[config.mk]
export PLATFORM = sky130hd
export DESIGN_NAME = if_stage_flat
export DESIGN_NICKNAME = d
export VERILOG_FILES = /design/src/rtl/if_stage_if.sv /design/src/rtl/if_stage.sv /design/src/flat_wrapper.sv
export SDC_FILE = /design/constraint.sdc
export NUM_CORES = 1
export LEC_CHECK = 0
export ABC_AREA = 1
export BUFFER_PORTS_ARGS = -buffer_cell sky130_fd_sc_hd__buf_2
export CAP_MARGIN = 20
export CORE_AREA = 4 4 135 163
export DETAILED_ROUTE_END_ITERATION = 16
export DIE_AREA = 0 0 139 167
export GPL_ROUTABILITY_DRIVEN = 0
export PLACE_DENSITY_LB_ADDON = 0.05
export SLEW_MARGIN = 10
export SYNTH_ARGS = -nofsm -noshare
export SYNTH_HDL_FRONTEND = slang
export SYNTH_SLANG_ARGS = --single-unit
[constraint.sdc]
create_clock -name clk -period 1.4 [get_ports clk]
set_input_delay 0.42 -clock clk [delete_from_list [all_inputs] [get_ports clk]]
set_output_delay 0.42 -clock clk [all_outputs]
set_load 0.01 [all_outputs]
[src/rtl/if_stage_if.sv]
// Instruction-memory fetch bus: valid/ready request channel plus a valid-only response channel.
// The fetch stage drives requests (master); instruction memory answers them (slave).
interface if_stage_if;
    logic        req_valid;
    logic        req_ready;
    logic [31:0] req_addr;
    logic        resp_valid;
    logic [31:0] resp_data;

    modport master (
        output req_valid,
        output req_addr,
        input  req_ready,
        input  resp_valid,
        input  resp_data
    );

    modport slave (
        input  req_valid,
        input  req_addr,
        output req_ready,
        output resp_valid,
        output resp_data
    );
endinterface

[src/rtl/if_stage.sv]
// Instruction-fetch stage: owns the PC, keeps one fetch in flight, fills the IF/ID register,
// parks a response that lands during a decode stall, and kills in-flight fetches on EX redirect.
module if_stage #(
    parameter logic [31:0] RESET_PC  = 32'h0000_0000,
    parameter logic [31:0] NOP_INSTR = 32'h0000_0013
) (
    input  logic               clk,
    input  logic               rst_n,
    if_stage_if.master         imem,
    input  logic               ID_stall,
    input  logic               EX_redirect,
    input  logic [31:0]        EX_redirect_pc,
    output logic [31:0]        IF_ID_instruction,
    output logic [31:0]        IF_ID_pc,
    output logic               IF_ID_valid
);

    typedef enum logic [2:0] {
        ST_IDLE = 3'd0,
        ST_REQ  = 3'd1,
        ST_WAIT = 3'd2,
        ST_DROP = 3'd3,
        ST_HOLD = 3'd4
    } state_e;

    state_e      state_r;
    logic [31:0] pc_r;
    logic [31:0] inflight_pc_r;
    logic [31:0] hold_instr_r;
    logic [31:0] hold_pc_r;
    logic        hold_valid_r;
    logic        req_valid_r;
    logic [31:0] if_id_instr_r;
    logic [31:0] if_id_pc_r;
    logic        if_id_valid_r;

    logic [31:0] redirect_pc_s;
    logic [31:0] pc_next_s;

    assign redirect_pc_s = EX_redirect_pc & ~32'h0000_0003;
    assign pc_next_s     = pc_r + 32'd4;

    assign imem.req_valid    = req_valid_r;
    assign imem.req_addr     = pc_r;
    assign IF_ID_instruction = if_id_instr_r;
    assign IF_ID_pc          = if_id_pc_r;
    assign IF_ID_valid       = if_id_valid_r;

    // Fetch FSM; req_valid_r is loaded alongside the next state so the request stays Moore.
    always_ff @(posedge clk or negedge rst_n) begin
        if (!rst_n) begin
            state_r       <= ST_IDLE;
            pc_r          <= RESET_PC;
            inflight_pc_r <= RESET_PC;
            hold_instr_r  <= NOP_INSTR;
            hold_pc_r     <= 32'h0000_0000;
            hold_valid_r  <= 1'b0;
            req_valid_r   <= 1'b0;
            if_id_instr_r <= NOP_INSTR;
            if_id_pc_r    <= 32'h0000_0000;
            if_id_valid_r <= 1'b0;
        end else if (EX_redirect) begin
            pc_r          <= redirect_pc_s;
            hold_valid_r  <= 1'b0;
            if_id_instr_r <= NOP_INSTR;
            if_id_pc_r    <= 32'h0000_0000;
            if_id_valid_r <= 1'b0;
            // A request already accepted (or still unanswered) must have its response swallowed.
            case (state_r)
                ST_REQ: begin
                    state_r     <= imem.req_ready ? ST_DROP : ST_REQ;
                    req_valid_r <= ~imem.req_ready;
                end
                ST_WAIT, ST_DROP: begin
                    state_r     <= imem.resp_valid ? ST_REQ : ST_DROP;
                    req_valid_r <= imem.resp_valid;
                end
                default: begin
                    state_r     <= ST_REQ;
                    req_valid_r <= 1'b1;
                end
            endcase
        end else begin
            case (state_r)
                ST_IDLE: begin
                    state_r     <= ST_REQ;
                    req_valid_r <= 1'b1;
                end
                ST_REQ: begin
                    if (imem.req_ready) begin
                        state_r       <= ST_WAIT;
                        req_valid_r   <= 1'b0;
                        inflight_pc_r <= pc_r;
                    end
                end
                ST_WAIT: begin
                    if (imem.resp_valid) begin
                        if (!ID_stall || !if_id_valid_r) begin
                            if_id_instr_r <= imem.resp_data;
                            if_id_pc_r    <= inflight_pc_r;
                            if_id_valid_r <= 1'b1;
                            pc_r          <= pc_next_s;
                            state_r       <= ST_REQ;
                            req_valid_r   <= 1'b1;
                        end else begin
                            hold_instr_r <= imem.resp_data;
                            hold_pc_r    <= inflight_pc_r;
                            hold_valid_r <= 1'b1;
                            state_r      <= ST_HOLD;
                        end
                    end
                end
                ST_HOLD: begin
                    if (!ID_stall && hold_valid_r) begin
                        if_id_instr_r <= hold_instr_r;
                        if_id_pc_r    <= hold_pc_r;
                        if_id_valid_r <= 1'b1;
                        hold_valid_r  <= 1'b0;
                        pc_r          <= pc_next_s;
                        state_r       <= ST_REQ;
                        req_valid_r   <= 1'b1;
                    end else if (!hold_valid_r) begin
                        state_r     <= ST_REQ;
                        req_valid_r <= 1'b1;
                    end
                end
                ST_DROP: begin
                    if (imem.resp_valid) begin
                        state_r     <= ST_REQ;
                        req_valid_r <= 1'b1;
                    end
                end
                default: begin
                    state_r     <= ST_IDLE;
                    req_valid_r <= 1'b0;
                end
            endcase
        end
    end

endmodule

[src/flat_wrapper.sv]
// flat-port wrapper written by rule: the top's interface ports become plain ports
module if_stage_flat 
#(
    parameter logic [31:0] RESET_PC  = 32'h0000_0000,
    parameter logic [31:0] NOP_INSTR = 32'h0000_0013
)
  (clk, rst_n, ID_stall, EX_redirect, EX_redirect_pc, IF_ID_instruction, IF_ID_pc, IF_ID_valid, imem_req_valid, imem_req_addr, imem_req_ready, imem_resp_valid, imem_resp_data);
  if_stage_if imem_i ();
  input  logic clk;
  input  logic rst_n;
  input  logic ID_stall;
  input  logic EX_redirect;
  input  logic [31:0] EX_redirect_pc;
  output logic [31:0] IF_ID_instruction;
  output logic [31:0] IF_ID_pc;
  output logic IF_ID_valid;
  output wire logic [$bits(imem_i.req_valid)-1:0] imem_req_valid;
  output wire logic [$bits(imem_i.req_addr)-1:0] imem_req_addr;
  input wire logic [$bits(imem_i.req_ready)-1:0] imem_req_ready;
  input wire logic [$bits(imem_i.resp_valid)-1:0] imem_resp_valid;
  input wire logic [$bits(imem_i.resp_data)-1:0] imem_resp_data;
  assign imem_req_valid = imem_i.req_valid;
  assign imem_req_addr = imem_i.req_addr;
  assign imem_i.req_ready = imem_req_ready;
  assign imem_i.resp_valid = imem_resp_valid;
  assign imem_i.resp_data = imem_resp_data;
  if_stage #(.RESET_PC(RESET_PC), .NOP_INSTR(NOP_INSTR)) u_core (.clk(clk), .rst_n(rst_n), .imem(imem_i), .ID_stall(ID_stall), .EX_redirect(EX_redirect), .EX_redirect_pc(EX_redirect_pc), .IF_ID_instruction(IF_ID_instruction), .IF_ID_pc(IF_ID_pc), .IF_ID_valid(IF_ID_valid));
endmodule
==> results of run 1 <==
## layout by cell type, fill, tap and decap left out, types with 4 or more instances in the layout
cell type    n
buf_12      28
nand3_2      8
or2_2        8
inv_2        4
nor2_2      13
dfrtp_2      4
clkbuf_16   27
inv_1      100
dfrtp_1    181
nand2_1    433
dfstp_2      6
nand3_1     46
inv_6        4
o21ai_0    123
nor2_4      10
nand2_2     53
nor3_1      16
o21ai_2     20
inv_8        5
nand2_4     24
buf_6       86
o21ai_1     36
buf_2      118
buf_4      147
buf_16       8
nor2_1      39
## stage by stage
step / cells / setup slack, ns / hold WS, ns
global route: 1850 / -0.332 / 0.211
global placement: 1688 / -0.232 / 0.361
finish: 1850 / -0.248 / 0.218
floorplan: 1210 / -0.160 / 0.124
detailed placement: 1688 / -0.244 / 0.357
CTS: 1796 / -0.211 / 0.196
## kinds of logic (layout without fill, tap and decap cells)
| kind of cell | after synthesis | count (layout) | share of synthesized area (%) |
|---|---|---|---|
| and+or+nand+nor | 656 | 659 | 28.7 |
| AOI/OAI and AO/OA | 189 | 189 | 10.5 |
| other | 1 | 2 | 0.0412 |
| xor gates and xnor gates | 2 | 2 | 0.192 |
| buffers and inverters | 169 | 541 | 7.90 |
| DFF | 191 | 191 | 52.5 |
| adders and majority gates | 1 | 1 | 0.137 |
## routing by layer
| metal | GRT usage, % | share of wire [%] |
|---|---|---|
| met2 | 37.8 | 50 |
| met5 | 0 | 0 |
| met4 | 7.91 | 3.1 |
| met3 | 3.58 | 5.0 |
| met1 | 30.9 | 42 |
## registers in the layout, indices dropped and copies added, names as in the netlist
signal / cells
u_core.IF_ID_instruction: 32
u_core.hold_instr_r: 32
u_core.IF_ID_pc: 31
u_core.hold_pc_r: 30
u_core.imem.req_addr: 30
u_core.inflight_pc_r: 30
u_core.state_r: 3
u_core.IF_ID_valid: 1
u_core.hold_valid_r: 1
u_core.imem.req_valid: 1
## power groups by stage
stage                     registers [W]  logic [W]  clock network (W)
final                           0.00860     0.0105            0.00516
after global placement          0.00852    0.00686                  0
after CTS                       0.00843    0.00936            0.00525
after detailed placement        0.00857    0.00696                  0
after floorplan                 0.00890    0.00320                  0
after global routing            0.00880     0.0116            0.00549
## worst register-to-register path, delay by kind of cell, from the launching register on
family	cells	cell delay, ns
simple gates	7	0.61
buf+inv	4	0.53
flops	1	0.40
## repair_timing
item / CTS / global route
hold endpoints to repair: 20 / 0
setup buffers: 70 / 40
hold buffers: 1 / 0
resized for setup: 156 / 173
pin swaps: 23 / 24
endpoints found under the setup margin: 253 / 284
gates cloned: 8 / 18
## how the worst max path moves through the flow
stage | slack (ns) | to | startpoint | depth (start not counted)
global route | -0.33 | u_core.imem.req_addr[17] | u_core.state_r[1] | 11
CTS | -0.21 | imem_req_addr[5] | u_core.imem.req_addr[5] | 3
global placement | -0.23 | u_core.imem.req_addr[8] | u_core.state_r[0] | 9
floorplan | -0.16 | u_core.IF_ID_instruction[16] | u_core.state_r[0] | 11
finish | -0.25 | u_core.imem.req_addr[10] | u_core.state_r[1] | 11
detailed placement | -0.24 | u_core.IF_ID_instruction[0] | u_core.state_r[0] | 10
## cell type report
class	count	area share (%)
repair buffers	401	26.5
clock buffers	17	3.01
multi-input cells	853	29.9
flip-flops and latches	191	33.9
well taps	265	2.34
clock inverters	15	1.41
inverters	108	3.01
==> impl_metrics.yaml, run 1 <==
synth:
  syn-instance-count: 1209
  synth_top_area_share_pct: 50.8
  synth_top_cell_by_area: "dfrtp_1"
  synth-edff-count: 0
  yosys_warnings: 0
  yosysMostFrequentCell: "nand2_1"
  synth.area.top_cells: "dfrtp_1 (51%), nand2_1 (21%), o21ai_0 (9.8%)"
  ys_seq_area_share_pct: 52.5
  ys_ff_latch: 191
  synth_cell_type_count: 31
  syn_area_um2: 9110
  ys_async_sr_fraction_pct: 100
  yosys-top-cells-count: "nand2_1 (506), dfrtp_1 (185), o21ai_0 (179)"
  syn_area_per_cell_um2: 7.54
  synth_top_flop_cell: "dfrtp_1"
floorplan:
  die_x_um: 139
  start_util_pct: 45.0
  ioPinCount: 168
  core_um2: 20300
  die_h_um: 167
  num_rows: 57
  die-area_um2: 23200
run:
  cap_violations: 0
global_routing:
  antenna_found_initial: 0
  track_usage_pct: 22.9
  grt_pass1_vias: 8667
  grt_max_degree: 43
  grt-ovfl-total: 0
  grt_pass1_wl_um: 43600
setup_path:
  r2r-end: "u_core.imem.req_addr[10]"
  worst_path_max_delay_cell: "dfrtp_1"
  cp_max_fo: 6
  required_ns: 1.73
  endpoint_kind: "flop"
  reg2reg_depth: 11
  critPathBufInv: 4
  max_stage_delay_ns: 0.40
  cp.arrival_ns: 1.98
  cp_cell_sequence: "buf_6 > nand2_2 > nor2_4 > nand3_4 > nand2_4 > nor2_4 > inv_8 > buf_12 > buf_16 > nand2_2 > nand2_1"
  crit_family: "simple AND/OR/NAND/NOR gates"
  startpoint_type: "flop"
  reg2reg_slack_ns: -0.25
  crit_type: "flop to flop"
  r2r_start: "u_core.state_r[1]"
timing:
  slew_violations: 0
  rsz0062_at_grt: "true"
  fmax_mhz: 607
  period_needed_ns: 1.65
  setup_ws_ns: -0.248
  setup_viol: 228
  setup-tns-final_ns: -31.51
  final_hold_viol_count: 0
  skew_ns: 0.0141
  fin_crit_sh_pct: 118
cells_and_area:
  drive_gt1_share_pct: 37.5
  utilization_pct: 69.9
  syn_to_final_growth_pct: 55.3
  n_antenna_cell: 0
  multi_input_area_um2: 4230
  final_nets: 1643
  regArea_um2: 4790
  fin_area_um2: 14200
  fill_cells: 1700
status:
  violations: "setup timing"
  status: "complete, but fails checks"
route:
  drtIter0Drc: 406
  wl_per_cell_um: 15.8
  drcViolationCount: 0
  drt-total-wl_um: 29300
  ant_nets: 0
  dr_total_vias: 9155
  dr.pass1.iters: 5
  vias_per_cell: 4.95
power_and_ir_drop:
  ir_drop_v: 0.00105
  power_frac_comb_pct: 43.4
  p_int_w: 0.0156
  p_per_area_nw_per_um2: 1720
  pwr-share-seq_pct: 35.4
  finalPower_w: 0.0243
  p_sw_w: 0.00874
  p_leak_nw: 7.29
  p_sw_share_pct: 35.9
  power.share.clock_pct: 21.2
cts:
  cts_buffers: 17
  clock_path_buffers: 2
  clk_latency_ns: 0.44
  htree_levels: 4
  cts_tree: "yes"
  cts_num_sinks: 191
  cts-root-buf: "clkbuf_16"
  path_clk_slew_ns: 0.08
placement:
  place_area_um2: 11100
  dp_hpwl_um: 17100
  portBuffers: 163
min_path:
  whs_path_depth: 3
  hp-start: "EX_redirect_pc[10]"
  whs_endpoint: "u_core.imem.req_addr[10]"
  hold_path_class: "input port to flop"
Note: power is estimated with default switching activity, not from simulation.
==> inputs of run 2 (changes only) <==
Settings changed: MAX_ROUTING_LAYER set to met4.
==> impl_metrics.yaml, run 2 (synthesized netlist as in run 1, its figures left out) <==
power_and_ir_drop:
  finalPower_w: 0.0238
  p_leak_nw: 7.15
  p_int_w: 0.0153
  power.share.clock_pct: 21.5
  pwr-share-seq_pct: 36.0
  p_sw_w: 0.00859
  ir_drop_v: 0.00105
  p_per_area_nw_per_um2: 1710
  p_sw_share_pct: 36.0
  power_frac_comb_pct: 42.4
cells_and_area:
  final_nets: 1615
  drive_gt1_share_pct: 36.4
  utilization_pct: 68.7
  mostFrequentLayoutCell: "nand2_1"
  layout_common_cells: "nand2_1 (432), dfrtp_1 (182), buf_2 (127)"
  n_antenna_cell: 0
  syn_to_final_growth_pct: 52.7
cts:
  cts-root-buf: "clkbuf_16"
  clock_path_buffers: 2
  cts_num_sinks: 191
  clk_latency_ns: 0.44
  htree_levels: 4
  path_clk_slew_ns: 0.08
  cts_buffers: 17
  cts_tree: "yes"
global_routing:
  grt_pass1_vias: 8679
  antenna_found_initial: 0
  grt_pass1_wl_um: 43500
  grt-ovfl-total: 0
  track_usage_pct: 23.6
  grt_max_degree: 43
route:
  wl_per_cell_um: 15.7
  dr.pass1.iters: 8
  drcViolationCount: 0
  vias_per_cell: 4.95
  drtIter0Drc: 448
  dr_total_vias: 9015
  drt-total-wl_um: 28700
  ant_nets: 0
floorplan:
  die_h_um: 167
  core_um2: 20300
  num_rows: 57
  ioPinCount: 168
  start_util_pct: 45.0
  die_x_um: 139
  die-area_um2: 23200
setup_path:
  cp.arrival_ns: 1.98
  cp_max_fo: 6
  endpoint_kind: "flop"
  crit_family: "simple AND/OR/NAND/NOR gates"
  worst_path_max_delay_cell: "dfrtp_1"
  startpoint_type: "flop"
  required_ns: 1.73
  critPathBufInv: 4
  cp_cell_sequence: "buf_6 > nand2_2 > nor2_4 > nand3_4 > nand2_4 > nor2_4 > inv_8 > buf_12 > buf_16 > nand2_2 > nand2_1"
  max_stage_delay_ns: 0.40
  crit_type: "flop to flop"
timing:
  final_hold_viol_count: 0
  setup_ws_ns: -0.254
  slew_violations: 0
  setup_viol: 229
  rsz0062_at_grt: "true"
  fmax_mhz: 604
  fin_crit_sh_pct: 118
  period_needed_ns: 1.65
  skew_ns: 0.0115
min_path:
  hold_path_class: "input port to flop"
placement:
  portBuffers: 163
  dp_hpwl_um: 17100
status:
  violations: "setup timing"
  status: "complete, but fails checks"
run:
  cap_violations: 0
## run 2: changes by cell type in the layout (fill, tap and decap cells not counted), moves of 2 or more
| cell | change |
|---|---|
| buf_2 | +9 |
| buf_4 | -28 |
| buf_6 | -9 |
| nand2_4 | +2 |
| nor2_1 | +2 |
| nor2_2 | -2 |
| o21ai_1 | -3 |
| o21ai_2 | +3 |
## run 2: power by group through the flow
stage,registers [W],logic [W],clock network (W)
after global routing,0.00880,0.0111,0.00549
after CTS,0.00843,0.00936,0.00525
final,0.00859,0.0101,0.00513
after floorplan,0.00890,0.00320,0
after global placement,0.00852,0.00686,0
after detailed placement,0.00857,0.00696,0
## run 2: tightest hold or removal path, stage by stage
cell	delay (ns)
buf_2	0.08
o211ai_1	0.07
nand2_1	0.06
## run 2: path summary, 6_finish.rpt
path / start / to / slack, ns / cells after the start
max: u_core.state_r[1] / u_core.imem.req_addr[10] / -0.25 / 11
min in group asynchronous: rst_n / u_core.IF_ID_pc[1] / 0.47 / 2
max in group asynchronous: rst_n / u_core.IF_ID_instruction[0] / 0.38 / 3
min: EX_redirect_pc[10] / u_core.imem.req_addr[10] / 0.22 / 3
min reg2reg: u_core.hold_instr_r[4] / u_core.hold_instr_r[4] / 0.46 / 2
max reg2reg: u_core.state_r[1] / u_core.imem.req_addr[10] / -0.25 / 11
## run 2: routing by layer
layer | up-vias | global-route usage, % | share of wire [%]
li1 | 4485 | - | -
met1 | 4187 | 30.9 | 41
met2 | 291 | 37.8 | 50
met3 | 52 | 3.76 | 5.5
met4 | 0 | 7.66 | 3.0
met5 | - | - | 0
## run 2: layout make-up
cell class | instances | area (um2)
Fill cell | 1719 | 6340
Sequential cell | 191 | 4790
Multi-Input combinational cell | 853 | 4250
Timing Repair Buffer | 373 | 3490
Clock buffer | 17 | 425
Inverter | 108 | 425
Tap cell | 265 | 332
Clock inverter | 15 | 200
## run 2: what timing repair did
action,CTS,global route
hold buffers,1,0
buffers inserted,70,10
setup endpoints to repair,253,286
cloned,8,18
endpoints found under the hold margin,20,0
resized for setup,156,165
pin swaps,23,24
## run 2: per-stage QoR
stage | setup TNS (ns) | hold WS, ns | std cells | cell area (um2) | setup WS (ns)
final | -32.12 | 0.216 | 1822 | 13900 | -0.254
after CTS | -27.36 | 0.196 | 1796 | 13100 | -0.211
after floorplan | -16.39 | 0.124 | 1210 | 9190 | -0.160
after global routing | -49.34 | 0.208 | 1822 | 13900 | -0.332
after detailed placement | -28.05 | 0.357 | 1688 | 11100 | -0.244
after global placement | -25.39 | 0.361 | 1688 | 11100 | -0.232
